===== src/rtl/bram_arb_pkg.sv =====
// bram_arb_pkg: default widths, BRAM word types and the round-robin pointer
// helper shared by the BRAM arbiter files.
package bram_arb_pkg;

    localparam int ADDR_W_DEF = 8;
    localparam int DATA_W_DEF = 8;

    typedef logic [ADDR_W_DEF-1:0] addr_t;
    typedef logic [DATA_W_DEF-1:0] data_t;

    // Pointer after a grant to idx: one past the winner, wrapping at num.
    function automatic int unsigned rr_next(input int unsigned idx, input int unsigned num);
        return (idx + 32'd1 >= num) ? 32'd0 : idx + 32'd1;
    endfunction

endpackage


===== src/rtl/bram_rr_arbiter_if.sv =====
// bram_rr_arbiter_if: requester handshake, read response and BRAM port bundle.
// The master modport is the requester/BRAM side; the slave modport is the arbiter.
interface bram_rr_arbiter_if
    import bram_arb_pkg::*;
#(
    parameter int NUM_REQ = 4,
    parameter int ADDR_W  = ADDR_W_DEF,
    parameter int DATA_W  = DATA_W_DEF
);

    logic [NUM_REQ-1:0]        req_valid;
    logic [NUM_REQ-1:0]        req_we;
    logic [NUM_REQ*ADDR_W-1:0] req_addr;
    logic [NUM_REQ*DATA_W-1:0] req_wdata;
    logic [NUM_REQ-1:0]        req_ready;

    logic [NUM_REQ-1:0]        rsp_valid;
    logic [DATA_W-1:0]         rsp_data;

    logic [ADDR_W-1:0]         bram_i_addr;
    logic [DATA_W-1:0]         bram_i_data;
    logic                      bram_write;
    logic [ADDR_W-1:0]         bram_o_addr;
    logic                      bram_read;
    logic [DATA_W-1:0]         bram_o_read;

    modport master (
        output req_valid, req_we, req_addr, req_wdata, bram_o_read,
        input  req_ready, rsp_valid, rsp_data,
               bram_i_addr, bram_i_data, bram_write, bram_o_addr, bram_read
    );

    modport slave (
        input  req_valid, req_we, req_addr, req_wdata, bram_o_read,
        output req_ready, rsp_valid, rsp_data,
               bram_i_addr, bram_i_data, bram_write, bram_o_addr, bram_read
    );

endinterface


===== src/rtl/bram_rr_arbiter_rr_pick.sv =====
// rr_pick: combinational round-robin picker. Priority starts at index ptr and
// wraps; returns a one-hot grant, its index and an any-grant flag.
module rr_pick #(
    parameter int N  = 4,
    parameter int PW = 2
) (
    input  logic [N-1:0]  cand,
    input  logic [PW-1:0] ptr,
    output logic [N-1:0]  gnt,
    output logic [PW-1:0] gnt_idx,
    output logic          gnt_any
);

    // Two passes: indices at/above ptr first, then the wrapped indices below ptr.
    always_comb begin
        gnt     = '0;
        gnt_idx = '0;
        gnt_any = 1'b0;
        for (int i = 0; i < N; i++) begin
            if (!gnt_any && cand[i] && (PW'(i) >= ptr)) begin
                gnt[i]  = 1'b1;
                gnt_idx = PW'(i);
                gnt_any = 1'b1;
            end
        end
        for (int i = 0; i < N; i++) begin
            if (!gnt_any && cand[i] && (PW'(i) < ptr)) begin
                gnt[i]  = 1'b1;
                gnt_idx = PW'(i);
                gnt_any = 1'b1;
            end
        end
    end

endmodule


===== src/rtl/bram_rr_arbiter.sv =====
// bram_rr_arbiter: shares one simple-dual-port BRAM between NUM_REQ requesters
// with independent round-robin arbitration on the write and read sides.
// Read data returns one cycle after the grant with a one-hot response tag.
// Optional macro BRAM_ARB_FWD_EN: forward same-cycle write data to a read of
// the same address (new data) instead of returning the BRAM's old data.
module bram_rr_arbiter
    import bram_arb_pkg::*;
#(
    parameter int NUM_REQ = 4,
    parameter int ADDR_W  = ADDR_W_DEF,
    parameter int DATA_W  = DATA_W_DEF
) (
    input  logic             clk,
    input  logic             rst,
    bram_rr_arbiter_if.slave bus
);

    localparam int PTR_W = $clog2(NUM_REQ);

    logic [PTR_W-1:0]   wr_ptr_q, wr_ptr_d;
    logic [PTR_W-1:0]   rd_ptr_q, rd_ptr_d;
    logic [NUM_REQ-1:0] wr_cand, rd_cand;
    logic [NUM_REQ-1:0] wr_gnt, rd_gnt;
    logic [PTR_W-1:0]   wr_idx, rd_idx;
    logic               wr_any, rd_any;
    logic [ADDR_W-1:0]  wr_addr, rd_addr;
    logic [DATA_W-1:0]  wr_data;
    logic [NUM_REQ-1:0] rsp_valid_q, rsp_valid_d;
    logic [DATA_W-1:0]  rsp_hold_q, rsp_hold_d;
    logic [DATA_W-1:0]  rd_src;

    // Split requests by direction; reset masks everything so no grant leaks out.
    always_comb begin
        wr_cand = '0;
        rd_cand = '0;
        if (!rst) begin
            wr_cand = bus.req_valid & bus.req_we;
            rd_cand = bus.req_valid & ~bus.req_we;
        end
    end

    rr_pick #(.N(NUM_REQ), .PW(PTR_W)) u_wr_pick (
        .cand    (wr_cand),
        .ptr     (wr_ptr_q),
        .gnt     (wr_gnt),
        .gnt_idx (wr_idx),
        .gnt_any (wr_any)
    );

    rr_pick #(.N(NUM_REQ), .PW(PTR_W)) u_rd_pick (
        .cand    (rd_cand),
        .ptr     (rd_ptr_q),
        .gnt     (rd_gnt),
        .gnt_idx (rd_idx),
        .gnt_any (rd_any)
    );

    // One-hot AND-OR winner mux; an idle side drives zero address/data.
    always_comb begin
        wr_addr = '0;
        wr_data = '0;
        rd_addr = '0;
        for (int i = 0; i < NUM_REQ; i++) begin
            if (wr_gnt[i]) begin
                wr_addr = bus.req_addr[i*ADDR_W +: ADDR_W];
                wr_data = bus.req_wdata[i*DATA_W +: DATA_W];
            end
            if (rd_gnt[i]) begin
                rd_addr = bus.req_addr[i*ADDR_W +: ADDR_W];
            end
        end
    end

    assign bus.req_ready   = wr_gnt | rd_gnt;
    assign bus.bram_write  = wr_any;
    assign bus.bram_i_addr = wr_addr;
    assign bus.bram_i_data = wr_data;
    assign bus.bram_read   = rd_any;
    assign bus.bram_o_addr = rd_addr;

    // Advance each pointer past its winner; hold when that side is idle.
    always_comb begin
        wr_ptr_d = wr_ptr_q;
        rd_ptr_d = rd_ptr_q;
        if (wr_any) begin
            wr_ptr_d = PTR_W'(rr_next(32'(wr_idx), NUM_REQ));
        end
        if (rd_any) begin
            rd_ptr_d = PTR_W'(rr_next(32'(rd_idx), NUM_REQ));
        end
    end

`ifdef BRAM_ARB_FWD_EN
    logic              fwd_we_q, fwd_we_d;
    logic [ADDR_W-1:0] fwd_addr_q, fwd_addr_d;
    logic [DATA_W-1:0] fwd_data_q, fwd_data_d;
    logic [ADDR_W-1:0] rd_addr_q, rd_addr_d;

    // Capture this cycle's write and read address for the next-cycle hit compare.
    always_comb begin
        fwd_we_d   = wr_any;
        fwd_addr_d = wr_addr;
        fwd_data_d = wr_data;
        rd_addr_d  = rd_addr;
    end

    // Forwarding registers.
    always_ff @(posedge clk or posedge rst) begin
        if (rst) begin
            fwd_we_q   <= 1'b0;
            fwd_addr_q <= '0;
            fwd_data_q <= '0;
            rd_addr_q  <= '0;
        end else begin
            fwd_we_q   <= fwd_we_d;
            fwd_addr_q <= fwd_addr_d;
            fwd_data_q <= fwd_data_d;
            rd_addr_q  <= rd_addr_d;
        end
    end

    // The BRAM returns old data on a collision; substitute the new write data.
    assign rd_src = (fwd_we_q && (fwd_addr_q == rd_addr_q)) ? fwd_data_q : bus.bram_o_read;
`else
    assign rd_src = bus.bram_o_read;
`endif

    // Response tag follows the read grant by one cycle; data is held between responses.
    always_comb begin
        rsp_valid_d = rd_gnt;
        rsp_hold_d  = rsp_hold_q;
        if (|rsp_valid_q) begin
            rsp_hold_d = rd_src;
        end
    end

    assign bus.rsp_valid = rsp_valid_q;
    assign bus.rsp_data  = (|rsp_valid_q) ? rd_src : rsp_hold_q;

    // Pointer and response registers; reset drops any in-flight response.
    always_ff @(posedge clk or posedge rst) begin
        if (rst) begin
            wr_ptr_q    <= '0;
            rd_ptr_q    <= '0;
            rsp_valid_q <= '0;
            rsp_hold_q  <= '0;
        end else begin
            wr_ptr_q    <= wr_ptr_d;
            rd_ptr_q    <= rd_ptr_d;
            rsp_valid_q <= rsp_valid_d;
            rsp_hold_q  <= rsp_hold_d;
        end
    end

endmodule


===== src/flat_wrapper.sv =====
// flat-port wrapper written by rule: the top's interface ports become plain ports
module bram_rr_arbiter_flat import bram_arb_pkg::*;
#(
    parameter int NUM_REQ = 4,
    parameter int ADDR_W  = ADDR_W_DEF,
    parameter int DATA_W  = DATA_W_DEF
)
  (clk, rst, bus_req_valid, bus_req_we, bus_req_addr, bus_req_wdata, bus_bram_o_read, bus_req_ready, bus_rsp_valid, bus_rsp_data, bus_bram_i_addr, bus_bram_i_data, bus_bram_write, bus_bram_o_addr, bus_bram_read);
  bram_rr_arbiter_if #(.NUM_REQ(NUM_REQ), .ADDR_W(ADDR_W), .DATA_W(DATA_W)) bus_i ();
  input  logic clk;
  input  logic rst;
  input wire logic [$bits(bus_i.req_valid)-1:0] bus_req_valid;
  input wire logic [$bits(bus_i.req_we)-1:0] bus_req_we;
  input wire logic [$bits(bus_i.req_addr)-1:0] bus_req_addr;
  input wire logic [$bits(bus_i.req_wdata)-1:0] bus_req_wdata;
  input wire logic [$bits(bus_i.bram_o_read)-1:0] bus_bram_o_read;
  output wire logic [$bits(bus_i.req_ready)-1:0] bus_req_ready;
  output wire logic [$bits(bus_i.rsp_valid)-1:0] bus_rsp_valid;
  output wire logic [$bits(bus_i.rsp_data)-1:0] bus_rsp_data;
  output wire logic [$bits(bus_i.bram_i_addr)-1:0] bus_bram_i_addr;
  output wire logic [$bits(bus_i.bram_i_data)-1:0] bus_bram_i_data;
  output wire logic [$bits(bus_i.bram_write)-1:0] bus_bram_write;
  output wire logic [$bits(bus_i.bram_o_addr)-1:0] bus_bram_o_addr;
  output wire logic [$bits(bus_i.bram_read)-1:0] bus_bram_read;
  assign bus_i.req_valid = bus_req_valid;
  assign bus_i.req_we = bus_req_we;
  assign bus_i.req_addr = bus_req_addr;
  assign bus_i.req_wdata = bus_req_wdata;
  assign bus_i.bram_o_read = bus_bram_o_read;
  assign bus_req_ready = bus_i.req_ready;
  assign bus_rsp_valid = bus_i.rsp_valid;
  assign bus_rsp_data = bus_i.rsp_data;
  assign bus_bram_i_addr = bus_i.bram_i_addr;
  assign bus_bram_i_data = bus_i.bram_i_data;
  assign bus_bram_write = bus_i.bram_write;
  assign bus_bram_o_addr = bus_i.bram_o_addr;
  assign bus_bram_read = bus_i.bram_read;
  bram_rr_arbiter #(.NUM_REQ(NUM_REQ), .ADDR_W(ADDR_W), .DATA_W(DATA_W)) u_core (.clk(clk), .rst(rst), .bus(bus_i));
endmodule

===== config.mk =====
export PLATFORM = sky130hd
export DESIGN_NAME = bram_rr_arbiter_flat
export DESIGN_NICKNAME = d
export VERILOG_FILES = /design/src/rtl/bram_arb_pkg.sv /design/src/rtl/bram_rr_arbiter_if.sv /design/src/rtl/bram_rr_arbiter_rr_pick.sv /design/src/rtl/bram_rr_arbiter.sv /design/src/flat_wrapper.sv
export SDC_FILE = /design/constraint.sdc
export NUM_CORES = 1
export LEC_CHECK = 0
export CAP_MARGIN = 10
export CORE_MARGIN = 2
export CORE_UTILIZATION = 30
export DETAILED_ROUTE_END_ITERATION = 8
export GPL_ROUTABILITY_DRIVEN = 0
export PLACE_DENSITY_LB_ADDON = 0.15
export SYNTH_ARGS = -nofsm -noshare
export SYNTH_HDL_FRONTEND = slang
export SYNTH_SLANG_ARGS = --single-unit

===== constraint.sdc =====
create_clock -name clk -period 3.76 [get_ports clk]
set_input_delay 1.128 -clock clk [delete_from_list [all_inputs] [get_ports clk]]
set_output_delay 1.128 -clock clk [all_outputs]
set_load 0.005 [all_outputs]

==> results of run 1 <==
[metrics by stage]
step	instances	power (W)	hold WS, ns	cell area, sq um	setup TNS (ns)
floorplan	213	0.000435	0.485	1800	0
global placement	437	0.000744	0.476	3400	-30.77
detailed placement	437	0.000752	0.483	3400	-31.62
CTS	469	0.000948	0.500	3930	-5.02
global route	469	0.00101	0.511	3980	-5.21
finish	469	0.000963	0.495	3980	-3.61
[flip-flops by register name, summed over array words and instances (netlist names)]
| register | count |
|---|---|
| u_core.bus.rsp_valid | 4 |
| u_core.rd_ptr_q | 2 |
| u_core.rsp_hold_q | 8 |
| u_core.wr_ptr_q | 2 |
[worst min-delay path by stage]
stage / from / endpoint / slack, ns / cells after the start
detailed placement: u_core.rsp_hold_q[2]$_DFF_PP0_ / u_core.rsp_hold_q[2]$_DFF_PP0_ / 0.48 / 1
CTS: u_core.rsp_hold_q[2]$_DFF_PP0_ / u_core.rsp_hold_q[2]$_DFF_PP0_ / 0.50 / 1
global placement: u_core.rsp_hold_q[2]$_DFF_PP0_ / u_core.rsp_hold_q[2]$_DFF_PP0_ / 0.48 / 1
finish: u_core.rsp_hold_q[2]$_DFF_PP0_ / u_core.rsp_hold_q[2]$_DFF_PP0_ / 0.49 / 1
global route: u_core.rsp_hold_q[6]$_DFF_PP0_ / u_core.rsp_hold_q[6]$_DFF_PP0_ / 0.51 / 1
floorplan: u_core.rsp_hold_q[0]$_DFF_PP0_ / u_core.rsp_hold_q[0]$_DFF_PP0_ / 0.48 / 1
[layout make-up]
class	count	share of cell area, %
Tap cell	75	2.36
Inverter	18	1.85
Multi-Input combinational cell	163	39.4
Timing Repair Buffer	193	45.1
Sequential cell	16	10.1
Timing Repair inverter	1	0.188
Clock buffer	3	1.04
[timing repair]
action	CTS	global route
gates cloned	5	1
hold buffers	0	0
resized for setup	202	39
pin swaps	41	28
setup buffers	24	6
setup endpoints to repair	30	30
[per-layer routing]
layer / share of wire [%] / track usage [%] / wire, um / up-vias
met5: 0 / 0 / 0 / -
met2: 51 / 44.3 / 4410 / 119
met1: 39 / 29.6 / 3400 / 1280
li1: - / - / - / 1206
met4: 1.2 / 5.42 / 103 / 0
met3: 8.2 / 4.73 / 704 / 14
[power by group]
group | total (W) | internal, W | switching [W]
sequential | 0.000243 | 0.000209 | 0.0000340
combinational | 0.000584 | 0.000345 | 0.000239
clock | 0.000136 | 0.0000713 | 0.0000651
total | 0.000963 | 0.000625 | 0.000338
[cells in the mapped netlist (all sizes together), types with 2 or more instances]
cell     number
or3           2
nor3          4
nand4         8
a211oi        9
nor4          3
inv          17
o31ai         3
dfrtp        16
nand3b        2
o2bb2ai      16
o211ai        4
a22oi        17
a21oi         2
mux2          8
a221oi       17
clkbuf        4
o21ai         2
nor2b         2
or2           4
nor2         31
nand2b        5
nand2         5
buf          12
[critical path, delay by kind of cell]
kind / cells / cell delay [ns]
compound gates: 4 / 0.67
simple gates: 1 / 0.52
buf+inv: 4 / 0.52
[cell families (layout without fill, tap and decap cells)]
| logic type | after synthesis | in the layout | synth area share [%] |
|---|---|---|---|
| muxes | 8 | 8 | 5.01 |
| AOI/OAI and AO/OA | 80 | 80 | 40.5 |
| buffers and inverters | 34 | 215 | 8.83 |
| and+or+nand+nor | 75 | 75 | 23.4 |
| DFF | 16 | 16 | 22.3 |
==> flow_summary.ini, run 1 <==
[status]
status = complete, but fails checks
violations = negative setup slack

[timing]
slew_viol_final = 0
skew_ns = 0.00660
rsz0062_at_grt = yes
period_minus_slack_ns = 3.98
setup_ws_ns = -0.216
post-route-period-util_pct = 106
max_freq_mhz = 251
slew_headroom_pct = 69.9
hold_violations = 0
finalSetupViolCount = 26
tightest_slew_ns = 0.452

[clock_tree]
cts_buffers = 3
clkLatencyLatePin_ns = 0.26
clockBufferDepth = 2
clkSinkCount = 16
cts_max_level = 1
clockRootBuffer = clkbuf_8
clk_pin_slew_ns = 0.07
cts_tree = yes

[logic_synthesis]
ys.flop_type = dfrtp_1
yosysTopAreaCell = dfrtp_1
avgSynthCellArea_sq_um = 8.45
ys_types = 54
syn_inst = 213
synth.top_cell.area_share_pct = 22.3
synth_edf_count = 0
ys_seq_area_share_pct = 22.3
synth.area.top_cells = dfrtp_1, o2bb2ai_1, a221oi_1
ys_ff_latch = 16
syn-cell-area_sq_mm = 0.00180
synthArstFlopShare_pct = 100
synthesis.nets = 295
ys_warn_count = 0

[routing]
routed_via_density = 5.58
drtPass1Iterations = 4
drt_iter0_drc = 176
routed_wl_um = 8630
wl_per_cell_um = 18.4
vias = 2619
antenna_left = 0
drc = 0

[finish]
fillers = 468
syn_to_final_growth_pct = 121
final_util_pct = 68.1
final_cell_mix = clkdlybuf4s50_1, buf_4, buf_2, nor2_1, buf_6
nNetsFinal = 478
regArea_sq_um = 400
multi_input_area_sq_mm = 0.00157
layout_commonest_cell = clkdlybuf4s50_1
drive_above_1_share_pct = 47.7
n_antenna_cell = 0

[critical_path]
path_class = primary input to output pin
reg2reg_to = u_core.wr_ptr_q[1]$_DFFE_PP0P_
rrSetupSlack_ns = 1.77
start_kind = primary input
endpoint_kind = output pin
startpoint = rst
slowest_delay_ns = 0.52
worstSetupEndpoint = bus_bram_o_addr[0]
critPathMaxFanout = 4
critPathArrivalTime_ns = 2.85
reg2reg_from = u_core.wr_ptr_q[0]$_DFFE_PP0P_
crit_chain = buf_8, buf_6, or4b_4, a221oi_4, buf_6, o2bb2ai_4, a211oi_2, o2bb2ai_1, buf_2
cp_common_cell = buf_6
worstPathRequired_ns = 2.63
cp_slowest_cell = or4b_4
r2r_cells = 7

[pwr]
leakage_nw = 1.65
irDropWorstVdd_mv = 0.167
power_density_mw_per_mm2 = 242

[grt]
grt_usage_pct = 24.4
grt_pass1_wl_um = 12600
grt-ovfl-total = 0
grt_max_degree = 18
first_global_vias = 2609
antenna_found_initial = 0

[floorplan]
dieArea_sq_mm = 0.00663
core.rowCount = 28
start_util_pct = 30.8
die_width_um = 81.4
ios = 124
die_h_um = 81.4
coreArea_sq_mm = 0.00585

[min_path]
hold_class = register to register

[run]
drv_cap = 0

[place]
numPortBuffers = 123
dp_slack_ns = -1.21
hpwlAfterDp_um = 5510
Note: power is estimated with default switching activity, not from simulation.
==> inputs of run 2 (changes only) <==
--- a/config.mk
+++ b/config.mk
@@ -5,7 +5,7 @@
 export SDC_FILE = /design/constraint.sdc
 export NUM_CORES = 1
 export LEC_CHECK = 0
-export CAP_MARGIN = 10
+export CAP_MARGIN = 30
 export CORE_MARGIN = 2
 export CORE_UTILIZATION = 30
 export DETAILED_ROUTE_END_ITERATION = 8
==> results of run 2 <==
Same layout as run 1: the final DEF is identical, and so are final timing and power.
